<file path="src/rtl/mem_bus_arbiter.sv">
// ---------------------------------------------------------------------------
// mem_bus_arbiter
//
// Shares one memory-side request/response bus between the instruction fetch
// side (f*) and the data access side (m*). Request pulses are latched per
// side, granted round-robin, and only one transaction is outstanding at a
// time. The bus response is routed back to the side that owns the
// transaction. A transaction that sees no response within TIMEOUT_CYCLES is
// aborted with a timeout-qualified response carrying zero data.
//
// Ports
//   clk, rstn                 clock, asynchronous active-low reset
//   fetch_request_enable      one-cycle fetch request pulse
//   freq_mode/addr/wdata/wstrb fetch request fields (mode 0=read, 1=write)
//   fetch_response_enable     one-cycle response pulse to fetch
//   fresp_data, fetch_timeout fetch response data and abort qualifier
//   mem_request_enable        one-cycle data-side request pulse
//   mreq_mode/addr/wdata/wstrb data-side request fields
//   mem_response_enable       one-cycle response pulse to the data side
//   mresp_data, mem_timeout   data-side response data and abort qualifier
//   request_enable            one-cycle request pulse to the bus
//   req_mode/addr/wdata/wstrb registered request fields, held until next grant
//   response_enable, resp_data bus response pulse and read data
//   protocol_error            sticky: duplicate request or stray response
// ---------------------------------------------------------------------------
module mem_bus_arbiter #(
  parameter int TIMEOUT_CYCLES = 1024,
  parameter int CNT_W          = 11
) (
  input  logic        clk,
  input  logic        rstn,
  input  logic        fetch_request_enable,
  input  logic        freq_mode,
  input  logic [31:0] freq_addr,
  input  logic [31:0] freq_wdata,
  input  logic [3:0]  freq_wstrb,
  output logic        fetch_response_enable,
  output logic [31:0] fresp_data,
  output logic        fetch_timeout,
  input  logic        mem_request_enable,
  input  logic        mreq_mode,
  input  logic [31:0] mreq_addr,
  input  logic [31:0] mreq_wdata,
  input  logic [3:0]  mreq_wstrb,
  output logic        mem_response_enable,
  output logic [31:0] mresp_data,
  output logic        mem_timeout,
  output logic        request_enable,
  output logic        req_mode,
  output logic [31:0] req_addr,
  output logic [31:0] req_wdata,
  output logic [3:0]  req_wstrb,
  input  logic        response_enable,
  input  logic [31:0] resp_data,
  output logic        protocol_error
);

  typedef enum logic {
    S_IDLE = 1'b0,
    S_WAIT = 1'b1
  } state_t;

  localparam logic SIDE_F = 1'b0;
  localparam logic SIDE_M = 1'b1;

  localparam bit              TO_EN   = (TIMEOUT_CYCLES != 0);
  localparam logic [CNT_W-1:0] TO_LAST = CNT_W'(TIMEOUT_CYCLES - 1);

  // FSM and transaction bookkeeping
  state_t           r_state;
  logic             r_owner;
  logic             r_lastGrant;
  logic             r_justAborted;
  logic [CNT_W-1:0] r_cnt;

  // Per-side pending latches
  logic        r_fPend, r_fMode;
  logic [31:0] r_fAddr, r_fWdata;
  logic [3:0]  r_fWstrb;
  logic        r_mPend, r_mMode;
  logic [31:0] r_mAddr, r_mWdata;
  logic [3:0]  r_mWstrb;

  // Registered outputs
  logic        r_reqEn, r_reqMode;
  logic [31:0] r_reqAddr, r_reqWdata;
  logic [3:0]  r_reqWstrb;
  logic        r_fRespEn, r_fTimeout;
  logic [31:0] r_fRespData;
  logic        r_mRespEn, r_mTimeout;
  logic [31:0] r_mRespData;
  logic        r_protErr;

  // Combinational decode
  logic        w_respValid, w_timeoutHit, w_done;
  logic        w_fInFlight, w_mInFlight;
  logic        w_fBusy, w_mBusy;
  logic        w_fAccept, w_mAccept;
  logic        w_fDup, w_mDup;
  logic        w_fReq, w_mReq;
  logic        w_fSelMode, w_mSelMode;
  logic [31:0] w_fSelAddr, w_fSelWdata, w_mSelAddr, w_mSelWdata;
  logic [3:0]  w_fSelWstrb, w_mSelWstrb;
  logic        w_grantValid, w_grantSide;

  // Next-state values
  state_t           w_nxtState;
  logic             w_nxtOwner, w_nxtLastGrant, w_nxtJustAborted;
  logic [CNT_W-1:0] w_nxtCnt;
  logic             w_nxtReqEn, w_nxtReqMode;
  logic [31:0]      w_nxtReqAddr, w_nxtReqWdata;
  logic [3:0]       w_nxtReqWstrb;
  logic             w_nxtFRespEn, w_nxtFTimeout;
  logic [31:0]      w_nxtFRespData;
  logic             w_nxtMRespEn, w_nxtMTimeout;
  logic [31:0]      w_nxtMRespData;
  logic             w_nxtFPend, w_nxtMPend;
  logic             w_nxtProtErr;

  // A response is only honoured in WAIT, and not in the cycle right after a
  // timeout abort: a late reply to the aborted transaction must never be
  // mistaken for the reply to a freshly granted one.
  assign w_respValid  = response_enable && (r_state == S_WAIT) && !r_justAborted;

  // The cycle in which the request is on the bus is not counted, so the
  // abort lands TIMEOUT_CYCLES full cycles after the request pulse. A real
  // response in the same cycle takes priority over the abort.
  assign w_timeoutHit = TO_EN && (r_state == S_WAIT) && !r_reqEn &&
                        (r_cnt == TO_LAST) && !w_respValid;
  assign w_done       = w_respValid || w_timeoutHit;

  // A side's slot frees in the completing cycle, so the owner may re-request
  // in the same cycle as its response arrives.
  assign w_fInFlight = (r_state == S_WAIT) && (r_owner == SIDE_F) && !w_done;
  assign w_mInFlight = (r_state == S_WAIT) && (r_owner == SIDE_M) && !w_done;
  assign w_fBusy     = r_fPend || w_fInFlight;
  assign w_mBusy     = r_mPend || w_mInFlight;
  assign w_fAccept   = fetch_request_enable && !w_fBusy;
  assign w_mAccept   = mem_request_enable && !w_mBusy;
  assign w_fDup      = fetch_request_enable && w_fBusy;
  assign w_mDup      = mem_request_enable && w_mBusy;
  assign w_fReq      = r_fPend || w_fAccept;
  assign w_mReq      = r_mPend || w_mAccept;

  // Grant source is the latch if one is held, else the same-cycle pulse.
  assign w_fSelMode  = r_fPend ? r_fMode  : freq_mode;
  assign w_fSelAddr  = r_fPend ? r_fAddr  : freq_addr;
  assign w_fSelWdata = r_fPend ? r_fWdata : freq_wdata;
  assign w_fSelWstrb = r_fPend ? r_fWstrb : freq_wstrb;
  assign w_mSelMode  = r_mPend ? r_mMode  : mreq_mode;
  assign w_mSelAddr  = r_mPend ? r_mAddr  : mreq_addr;
  assign w_mSelWdata = r_mPend ? r_mWdata : mreq_wdata;
  assign w_mSelWstrb = r_mPend ? r_mWstrb : mreq_wstrb;

  // Round-robin: on contention the side that did not win last time goes.
  assign w_grantValid = ((r_state == S_IDLE) || w_done) && (w_fReq || w_mReq);
  assign w_grantSide  = (w_fReq && w_mReq) ? ~r_lastGrant : w_mReq;

  // Next-state, grant and response generation
  always_comb begin
    w_nxtState       = r_state;
    w_nxtOwner       = r_owner;
    w_nxtLastGrant   = r_lastGrant;
    w_nxtJustAborted = w_timeoutHit;
    w_nxtCnt         = r_cnt;
    w_nxtReqEn       = 1'b0;
    w_nxtReqMode     = r_reqMode;
    w_nxtReqAddr     = r_reqAddr;
    w_nxtReqWdata    = r_reqWdata;
    w_nxtReqWstrb    = r_reqWstrb;
    w_nxtFRespEn     = 1'b0;
    w_nxtFTimeout    = 1'b0;
    w_nxtFRespData   = 32'd0;
    w_nxtMRespEn     = 1'b0;
    w_nxtMTimeout    = 1'b0;
    w_nxtMRespData   = 32'd0;
    w_nxtFPend       = r_fPend || w_fAccept;
    w_nxtMPend       = r_mPend || w_mAccept;
    w_nxtProtErr     = r_protErr || w_fDup || w_mDup ||
                       (response_enable && !w_respValid);

    case (r_state)
      S_IDLE: begin
        w_nxtCnt = '0;
      end
      S_WAIT: begin
        if (w_done) begin
          w_nxtState = S_IDLE;
          w_nxtCnt   = '0;
        end else if (!r_reqEn) begin
          w_nxtCnt = r_cnt + CNT_W'(1);
        end
      end
      default: begin
        w_nxtState = S_IDLE;
        w_nxtCnt   = '0;
      end
    endcase

    if (w_done) begin
      if (r_owner == SIDE_F) begin
        w_nxtFRespEn   = 1'b1;
        w_nxtFTimeout  = w_timeoutHit;
        w_nxtFRespData = w_respValid ? resp_data : 32'd0;
      end else begin
        w_nxtMRespEn   = 1'b1;
        w_nxtMTimeout  = w_timeoutHit;
        w_nxtMRespData = w_respValid ? resp_data : 32'd0;
      end
    end

    if (w_grantValid) begin
      w_nxtState     = S_WAIT;
      w_nxtCnt       = '0;
      w_nxtOwner     = w_grantSide;
      w_nxtLastGrant = w_grantSide;
      w_nxtReqEn     = 1'b1;
      if (w_grantSide == SIDE_M) begin
        w_nxtReqMode  = w_mSelMode;
        w_nxtReqAddr  = w_mSelAddr;
        w_nxtReqWdata = w_mSelWdata;
        w_nxtReqWstrb = w_mSelWstrb;
        w_nxtMPend    = 1'b0;
      end else begin
        w_nxtReqMode  = w_fSelMode;
        w_nxtReqAddr  = w_fSelAddr;
        w_nxtReqWdata = w_fSelWdata;
        w_nxtReqWstrb = w_fSelWstrb;
        w_nxtFPend    = 1'b0;
      end
    end
  end

  // FSM state register; last grant resets to fetch so data wins first
  always_ff @(posedge clk or negedge rstn) begin
    if (!rstn) begin
      r_state       <= S_IDLE;
      r_owner       <= SIDE_F;
      r_lastGrant   <= SIDE_F;
      r_justAborted <= 1'b0;
      r_cnt         <= '0;
    end else begin
      r_state       <= w_nxtState;
      r_owner       <= w_nxtOwner;
      r_lastGrant   <= w_nxtLastGrant;
      r_justAborted <= w_nxtJustAborted;
      r_cnt         <= w_nxtCnt;
    end
  end

  // Pending latches capture fields only when a pulse is accepted
  always_ff @(posedge clk or negedge rstn) begin
    if (!rstn) begin
      r_fPend  <= 1'b0;
      r_fMode  <= 1'b0;
      r_fAddr  <= 32'd0;
      r_fWdata <= 32'd0;
      r_fWstrb <= 4'd0;
      r_mPend  <= 1'b0;
      r_mMode  <= 1'b0;
      r_mAddr  <= 32'd0;
      r_mWdata <= 32'd0;
      r_mWstrb <= 4'd0;
    end else begin
      r_fPend <= w_nxtFPend;
      r_mPend <= w_nxtMPend;
      if (w_fAccept) begin
        r_fMode  <= freq_mode;
        r_fAddr  <= freq_addr;
        r_fWdata <= freq_wdata;
        r_fWstrb <= freq_wstrb;
      end
      if (w_mAccept) begin
        r_mMode  <= mreq_mode;
        r_mAddr  <= mreq_addr;
        r_mWdata <= mreq_wdata;
        r_mWstrb <= mreq_wstrb;
      end
    end
  end

  // Output registers
  always_ff @(posedge clk or negedge rstn) begin
    if (!rstn) begin
      r_reqEn     <= 1'b0;
      r_reqMode   <= 1'b0;
      r_reqAddr   <= 32'd0;
      r_reqWdata  <= 32'd0;
      r_reqWstrb  <= 4'd0;
      r_fRespEn   <= 1'b0;
      r_fTimeout  <= 1'b0;
      r_fRespData <= 32'd0;
      r_mRespEn   <= 1'b0;
      r_mTimeout  <= 1'b0;
      r_mRespData <= 32'd0;
      r_protErr   <= 1'b0;
    end else begin
      r_reqEn     <= w_nxtReqEn;
      r_reqMode   <= w_nxtReqMode;
      r_reqAddr   <= w_nxtReqAddr;
      r_reqWdata  <= w_nxtReqWdata;
      r_reqWstrb  <= w_nxtReqWstrb;
      r_fRespEn   <= w_nxtFRespEn;
      r_fTimeout  <= w_nxtFTimeout;
      r_fRespData <= w_nxtFRespData;
      r_mRespEn   <= w_nxtMRespEn;
      r_mTimeout  <= w_nxtMTimeout;
      r_mRespData <= w_nxtMRespData;
      r_protErr   <= w_nxtProtErr;
    end
  end

  assign request_enable        = r_reqEn;
  assign req_mode              = r_reqMode;
  assign req_addr              = r_reqAddr;
  assign req_wdata             = r_reqWdata;
  assign req_wstrb             = r_reqWstrb;
  assign fetch_response_enable = r_fRespEn;
  assign fresp_data            = r_fRespData;
  assign fetch_timeout         = r_fTimeout;
  assign mem_response_enable   = r_mRespEn;
  assign mresp_data            = r_mRespData;
  assign mem_timeout           = r_mTimeout;
  assign protocol_error        = r_protErr;

endmodule

</file>
<file path="config.mk">
export PLATFORM = sky130hd
export DESIGN_NAME = mem_bus_arbiter
export DESIGN_NICKNAME = d
export VERILOG_FILES = /design/src/rtl/mem_bus_arbiter.sv
export SDC_FILE = /design/constraint.sdc
export NUM_CORES = 1
export LEC_CHECK = 0
export ABC_AREA = 1
export CORE_UTILIZATION = 35
export DETAILED_ROUTE_END_ITERATION = 7
export PLACE_DENSITY = 0.63
export SLEW_MARGIN = 15
export SYNTH_ARGS = -nofsm -noshare
export SYNTH_HDL_FRONTEND = slang
export SYNTH_SLANG_ARGS = --single-unit
</file>
<file path="constraint.sdc">
create_clock -name clk -period 2.05 [get_ports clk]
set_clock_uncertainty 0.05 [all_clocks]
set_input_delay 0.41 -clock clk [delete_from_list [all_inputs] [get_ports clk]]
set_output_delay 0.41 -clock clk [all_outputs]
set_load 0.02 [all_outputs]
</file>
==> impl_metrics.json, run 1 <==
{
  "status": "finished, final reports clean",
  "place_congestion": 0.811,
  "share_of_cells_above_drive_strength_1_pct": 9.98,
  "finish.net_count": 2058,
  "async_reset_ff_share_pct": 100,
  "path_max_fanout": 2,
  "worst_slack_ns": 0.0385,
  "grtUsageTotal_pct": 20.7,
  "power.density_nw_per_um2": 1480,
  "clkTransAtPathRegs_ns": 0.06,
  "detailedPlace.worstSlack_ns": -0.191,
  "netlist_top_cells_area": "dfrtp_1 56%, o21ai_0 11%, nand2_1 10%",
  "ys_seq_elements": 293,
  "initial_utilization_pct": 35.8,
  "avgViaCountPerCell": 5.01,
  "tritoncts": "yes",
  "netlist.top_cell.by_area": "dfrtp_1",
  "area.growth.synth_to_final_pct": 42.9,
  "port-buffer-count": 313,
  "via_count_of_the_first_global_routing_pass": 11400,
  "timing.slew.headroom_pct": 58.8,
  "data_required_time_at_the_worst_endpoint_ns": 1.59,
  "crit_path_max_incr_delay_ns": 0.63,
  "path_class": "register to primary output",
  "tightestPinTransition_ns": 0.619,
  "max-vdd-ir-drop_mv": 1.10,
  "power_w": 0.0278,
  "dieWidth_um": 196,
  "placeableCoreArea_um2": 36800,
  "maximum_number_of_pins_on_one_net_before_global_route_repair": 101,
  "global_route_wire_length_before_repair_um": 63000,
  "finalWorstPathRequiredPeriod_ns": 2.01,
  "worstSetupStartpointType": "register",
  "dieArea_um2": 38400,
  "worstPathBufferInverterCount": 1,
  "synth-main-ff-cell": "dfrtp_1",
  "finalCritPeriodShare_pct": 98.1,
  "yosys-top-cells-count": "367 x nand2_1, 293 x dfrtp_1, 279 x o21ai_0",
  "layout.cell_area.non_filler_um2": 18800,
  "cts_sinks": 293,
  "antenna_found_initial": 6,
  "route.detailed.drc": 0,
  "worstPathCellList": "clkdlybuf4s50_1",
  "wl_per_cell_um": 17.7,
  "clock_latency_ns": 0.50,
  "synth_area_um2": 13200,
  "synth_warnings": 0,
  "placement_rows": 70,
  "cts_root_buffer": "clkbuf_16",
  "register_area_share_after_synthesis_pct": 55.7,
  "synthCells": 1574,
  "hold_viol_final": 0,
  "hold_slack_ns": 0.359,
  "cts_buffer_depth": 3,
  "final-seq-area_um2": 7340,
  "cp_data_arrival_time_ns": 1.55,
  "detailedPlacementHpwl_um": 25900,
  "htree_num_levels": 2,
  "globalRoute.totalOverflow": 0,
  "die_y_um": 196,
  "worstSetupEndpointType": "primary output",
  "synth_most_common_cell": "nand2_1",
  "cp_slowest_cell": "clkdlybuf4s50_1",
  "dpl-instance-area_um2": 17000,
  "io-pin-count": 314,
  "drt_first_pass_iters": 5,
  "synth-edff-count": 0,
  "max_freq_mhz": 497,
  "yosysUniqueCellTypes": 26,
  "timing.final.max_slew_violations": 0,
  "rsz0062_at_grt": "yes",
  "yosysTopAreaCellShare_pct": 55.7,
  "min_path_type": "input pin to async pin",
  "drv_cap": 0,
  "cp_top_family": "buffers and inverters",
  "totalWireLength_um": 41900,
  "setup_viol_count_final": 0,
  "drt_iter0_markers": 892,
  "syn_area_per_cell_um2": 8.36,
  "power.static_leakage_nw": 8.79,
  "syn_nets": 1750,
  "multi_input_comb_area_um2": 4860,
  "ant_nets": 0,
  "vias": 11900,
  "cts_buffers": 34,
  "fill_cells": 3414
}
[kinds of logic (layout without fill, tap and decap cells)]
kind of cell | count (synthesis) | after routing | synth area share [%]
adder cells (fa/ha/maj) | 1 | 1 | 0.0951
AO/OA/AOI/OAI | 293 | 293 | 11.3
flip-flops | 293 | 293 | 55.7
other | 0 | 3 | 0
AND/OR/NAND/NOR | 675 | 675 | 23.1
buffers and inverters | 308 | 637 | 9.51
XOR/XNOR | 4 | 4 | 0.266
[final cells by class]
| type | count | share of cell area [%] |
|---|---|---|
| repair buffers | 389 | 22.4 |
| well taps | 468 | 3.12 |
| clock inverters | 7 | 0.486 |
| clock buffers | 50 | 5.23 |
| inverters | 191 | 3.84 |
| multi-input cells | 973 | 25.8 |
| diodes | 3 | 0.0399 |
| flip-flops and latches | 293 | 39.0 |
[timing repair]
item / 4_1_cts / 5_1_grt
endpoints found under the setup margin: 72 / 73
pin swaps: 2 / 23
buffers inserted: 7 / 7
endpoints found under the hold margin: 32 / 0
gates resized for setup: 11 / 65
hold buffers: 1 / 0
gates cloned: 2 / 11
[cell usage in the layout, fill, tap and decap left out, types with 2 or more instances in the layout]
cell type        synthesis  routed
clkbuf_8                 0       5
diode_2                  0       3
nand2_8                  0       2
nor3_1                  66      66
nand2_1                367     349
clkinv_2                 0       3
nand2_2                  4      19
nand3_1                143     119
buf_12                   0      21
o21ai_0                279     275
nand4_1                 70      70
inv_1                  186     186
a21oi_2                  1       2
bufinv_16                0       2
nor2_1                  17      15
buf_8                    0       2
buf_4                    3      33
nand3_2                  5      20
a21oi_1                 10       8
clkbuf_1                73      10
clkdlybuf4s50_1          0     311
o21ai_1                  0       4
inv_2                    4       3
dfrtp_4                  0       2
buf_6                    7       9
clkbuf_16                0      44
xor2_1                   4       4
nor2_4                   2       2
nand2_4                  1       2
buf_16                   0       2
nand3_4                  0       9
nor2_2                   0       2
dfrtp_1                293     291
[path summary, 6_finish.rpt]
kind	from	end	slack, ns	cells past startpoint
worst max-delay path	req_mode	req_mode	0.04	1
worst min-delay path	rstn	fresp_data[10]	0.36	2
worst max register to register	r_cnt[1]	req_wdata[23]	0.05	12
worst min register to register	r_fAddr[19]	r_fAddr[19]	0.43	2
max in group asynchronous	rstn	r_fWdata[19]	0.94	3
min in group clk	resp_data[29]	fresp_data[29]	0.41	3
[metrics by stage]
stage	TNS, ns	instances	utilization, %
after global routing	-2.61	2372	51.1
after global placement	-7.15	2287	46.2
after detailed placement	-11.30	2287	46.2
after CTS	-0.127	2354	49.6
final	0	2374	51.1
after floorplan	0	1574	-
[power breakdown]
part	internal, W	leakage (nW)	switching [W]
Combinational	0.00519	4.55	0.00742
Clock	0.00356	0.524	0.00235
Sequential	0.00803	3.72	0.00129
Total	0.0168	8.79	0.0111
[per-layer routing]
layer | share of wire, % | up-vias | global-route usage (%)
li1 | - | 5750 | -
met1 | 45 | 5658 | 28.0
met2 | 46 | 420 | 32.9
met3 | 6.9 | 68 | 4.76
met4 | 2.7 | 6 | 6.31
met5 | 0.11 | - | 0
[registers in the layout, summed over array words and instances (netlist names), 4 cells and up]
register,count
fresp_data,32
mresp_data,32
r_cnt,11
r_fAddr,32
r_fWdata,32
r_fWstrb,4
r_mAddr,32
r_mWdata,32
r_mWstrb,4
req_addr,32
req_wdata,32
req_wstrb,4
(Power assumes the default switching activity.)
==> run 2, diff against run 1 <==
- CTS_CLUSTER_SIZE: not set -> 14
==> results of run 2 <==
No change in the layout: final DEF, timing and power equal those of run 1.
==> run 3, diff against run 2 <==
- DONT_BUFFER_PORTS: not set -> 1
- PLACE_DENSITY: 0.63 -> 0.52
==> run 3 against run 2 <==
The flow now finishes with violations (negative hold slack). Flip-flop and latch count did not move. First-iteration DRC count fell by 20%. Core utilization decreased by 5.1 points. Sequential share of layout area up 4.4 points. Worst hold slack lost 0.84 ns. Via count decreased by 6.6%. Die area unchanged. Combinational power decreased by 30%. Cell count is 6.7% lower. Cell area down 10%. Sequential power increased by 13%. Critical endpoint is now req_wdata[26].
==> impl_metrics.json, run 3 (synthesis gave the netlist of run 1 again) <==
{
  "data_required_time_at_the_worst_endpoint_ns": 2.46,
  "io-pin-count": 314,
  "share_of_cells_above_drive_strength_1_pct": 8.32,
  "placeableCoreArea_um2": 36800,
  "max_freq_mhz": 498,
  "wl_per_cell_um": 17.7,
  "clkTransAtPathRegs_ns": 0.06,
  "finish.net_count": 1893,
  "rsz0062_at_grt": "yes",
  "htree_num_levels": 2,
  "cts_buffers": 36,
  "clock_latency_ns": 0.55,
  "tritoncts": "yes",
  "tightestPinTransition_ns": 0.726,
  "detailedPlacementHpwl_um": 23600,
  "power.share.switching_pct": 40.7,
  "final-instance-count-excl-fill": 2214,
  "die_y_um": 196,
  "timing.final.max_slew_violations": 0,
  "totalWireLength_um": 39300,
  "grtUsageTotal_pct": 20.2,
  "violations_in_the_final_reports": "negative hold slack",
  "drt_first_pass_iters": 6,
  "total_switching_power_w": 0.0104,
  "finalCritPeriodShare_pct": 98.0,
  "timing.slew.headroom_pct": 51.6,
  "ant_nets": 0,
  "tns_ns": 0,
  "route.detailed.drc": 0,
  "worstSetupStartpointType": "register",
  "setup_viol_count_final": 0,
  "worst_r2r_path_depth": 13,
  "cts_sinks": 293,
  "cts_root_buffer": "clkbuf_16",
  "cts_hold_buffers": 159,
  "power.static_leakage_nw": 8.12,
  "place_congestion": 0.781,
  "hold_slack_ns": -0.483,
  "antenna_found_initial": 3,
  "drv_cap": 0,
  "avgViaCountPerCell": 5.02,
  "finalWorstPathRequiredPeriod_ns": 2.01,
  "min_path_type": "input pin to async pin",
  "dpl-instance-area_um2": 13900,
  "path_class": "register to register",
  "layout.cells.most_common_list": "364 x nand2_1, 291 x dfrtp_1, 279 x o21ai_0",
  "dieArea_um2": 38400,
  "max-vdd-ir-drop_mv": 0.824,
  "cp_data_arrival_time_ns": 2.42,
  "power.density_nw_per_um2": 1520,
  "seqPwrFrac_pct": 40.8,
  "path_max_fanout": 8,
  "hold_viol_final": 293,
  "combPwrFrac_pct": 34.6,
  "layout.cell_area.non_filler_um2": 16900,
  "placed_cells_incl_taps": 1975,
  "globalRoute.totalOverflow": 0,
  "global_route_wire_length_before_repair_um": 61300,
  "worstSetupEndpointType": "register",
  "dieWidth_um": 196,
  "most_common_cell_after_layout_fill_and_taps_aside": "nand2_1",
  "p_clk_share_pct": 24.6,
  "status": "complete, but fails checks",
  "fill_cells": 3513,
  "port-buffer-count": 0,
  "drt_iter0_markers": 715,
  "placement_rows": 70,
  "power_w": 0.0257,
  "initial_utilization_pct": 35.8,
  "power_report.internal_total_w": 0.0152,
  "via_count_of_the_first_global_routing_pass": 10800,
  "area.growth.synth_to_final_pct": 28.6,
  "cts_buffer_depth": 3,
  "vias": 11100,
  "maximum_number_of_pins_on_one_net_before_global_route_repair": 294
}
[run 3: worst paths after layout]
kind | slack [ns] | from | to
max | 0.04 | r_cnt[0] | req_wdata[26]
max in group asynchronous | 2.03 | rstn | r_mAddr[19]
max reg2reg | 0.04 | r_cnt[0] | req_wdata[26]
min in group clk | 0.02 | freq_addr[0] | r_fAddr[0]
min | -0.48 | rstn | req_wdata[9]
min reg2reg | 0.43 | r_mAddr[6] | r_mAddr[6]
[run 3: stage by stage]
step | util, % | setup slack, ns
finish | 46.0 | 0.0408
global route | 46.0 | -0.0845
CTS | 45.4 | -0.00268
detailed placement | 37.7 | -0.0523
global placement | 37.7 | -0.0327
floorplan | - | 0.196
[run 3: final cells by class]
type / count / area, um^2 / area share (%)
inverters: 191 / 722 / 4.27
well taps: 468 / 586 / 3.46
multi-input cells: 973 / 4660 / 27.6
clock buffers: 53 / 1050 / 6.18
flip-flops and latches: 293 / 7340 / 43.4
diodes: 3 / 7.51 / 0.0444
repair buffers: 222 / 2430 / 14.3
clock inverters: 11 / 123 / 0.725
[run 3: timing repair]
action | in CTS | in global routing
pin swaps | 5 | 8
hold endpoints to repair | 482 | 293
endpoints found under the setup margin | 70 | 83
cloned | 1 | 4
gates resized for setup | 6 | 17
buffers inserted | 3 | 5
[run 3: power groups by stage]
stage	Clock, W	Combinational, W	Sequential [W]
6_report	0.00631	0.00888	0.0105
3_5_place_dp	0	0.00815	0.0106
3_3_place_gp	0	0.00801	0.0105
4_1_cts	0.00651	0.00860	0.0105
5_1_grt	0.00673	0.0101	0.0108
2_1_floorplan	0	0.00576	0.0101
[run 3: worst max-delay path: stages, from the launching register on]
cell and delay, ns:
dfrtp_1 0.38, ha_2 0.21, nand3_4 0.10, nor2_4 0.04, nand2_4 0.08, nand3_2 0.08
buf_6 0.13, nand3_4 0.07, nand2_4 0.07, o21ai_4 0.20, buf_12 0.19, clkbuf_16 0.18
nand2_1 0.05, nand3_1 0.08
[run 3: layer usage]
layer	vias up	share of wire (%)	GRT usage [%]
met2	390	47	32.2
met5	-	0	0
met3	46	7.8	5.69
met4	0	2.0	7.15
met1	5257	44	26.2
li1	5418	-	-
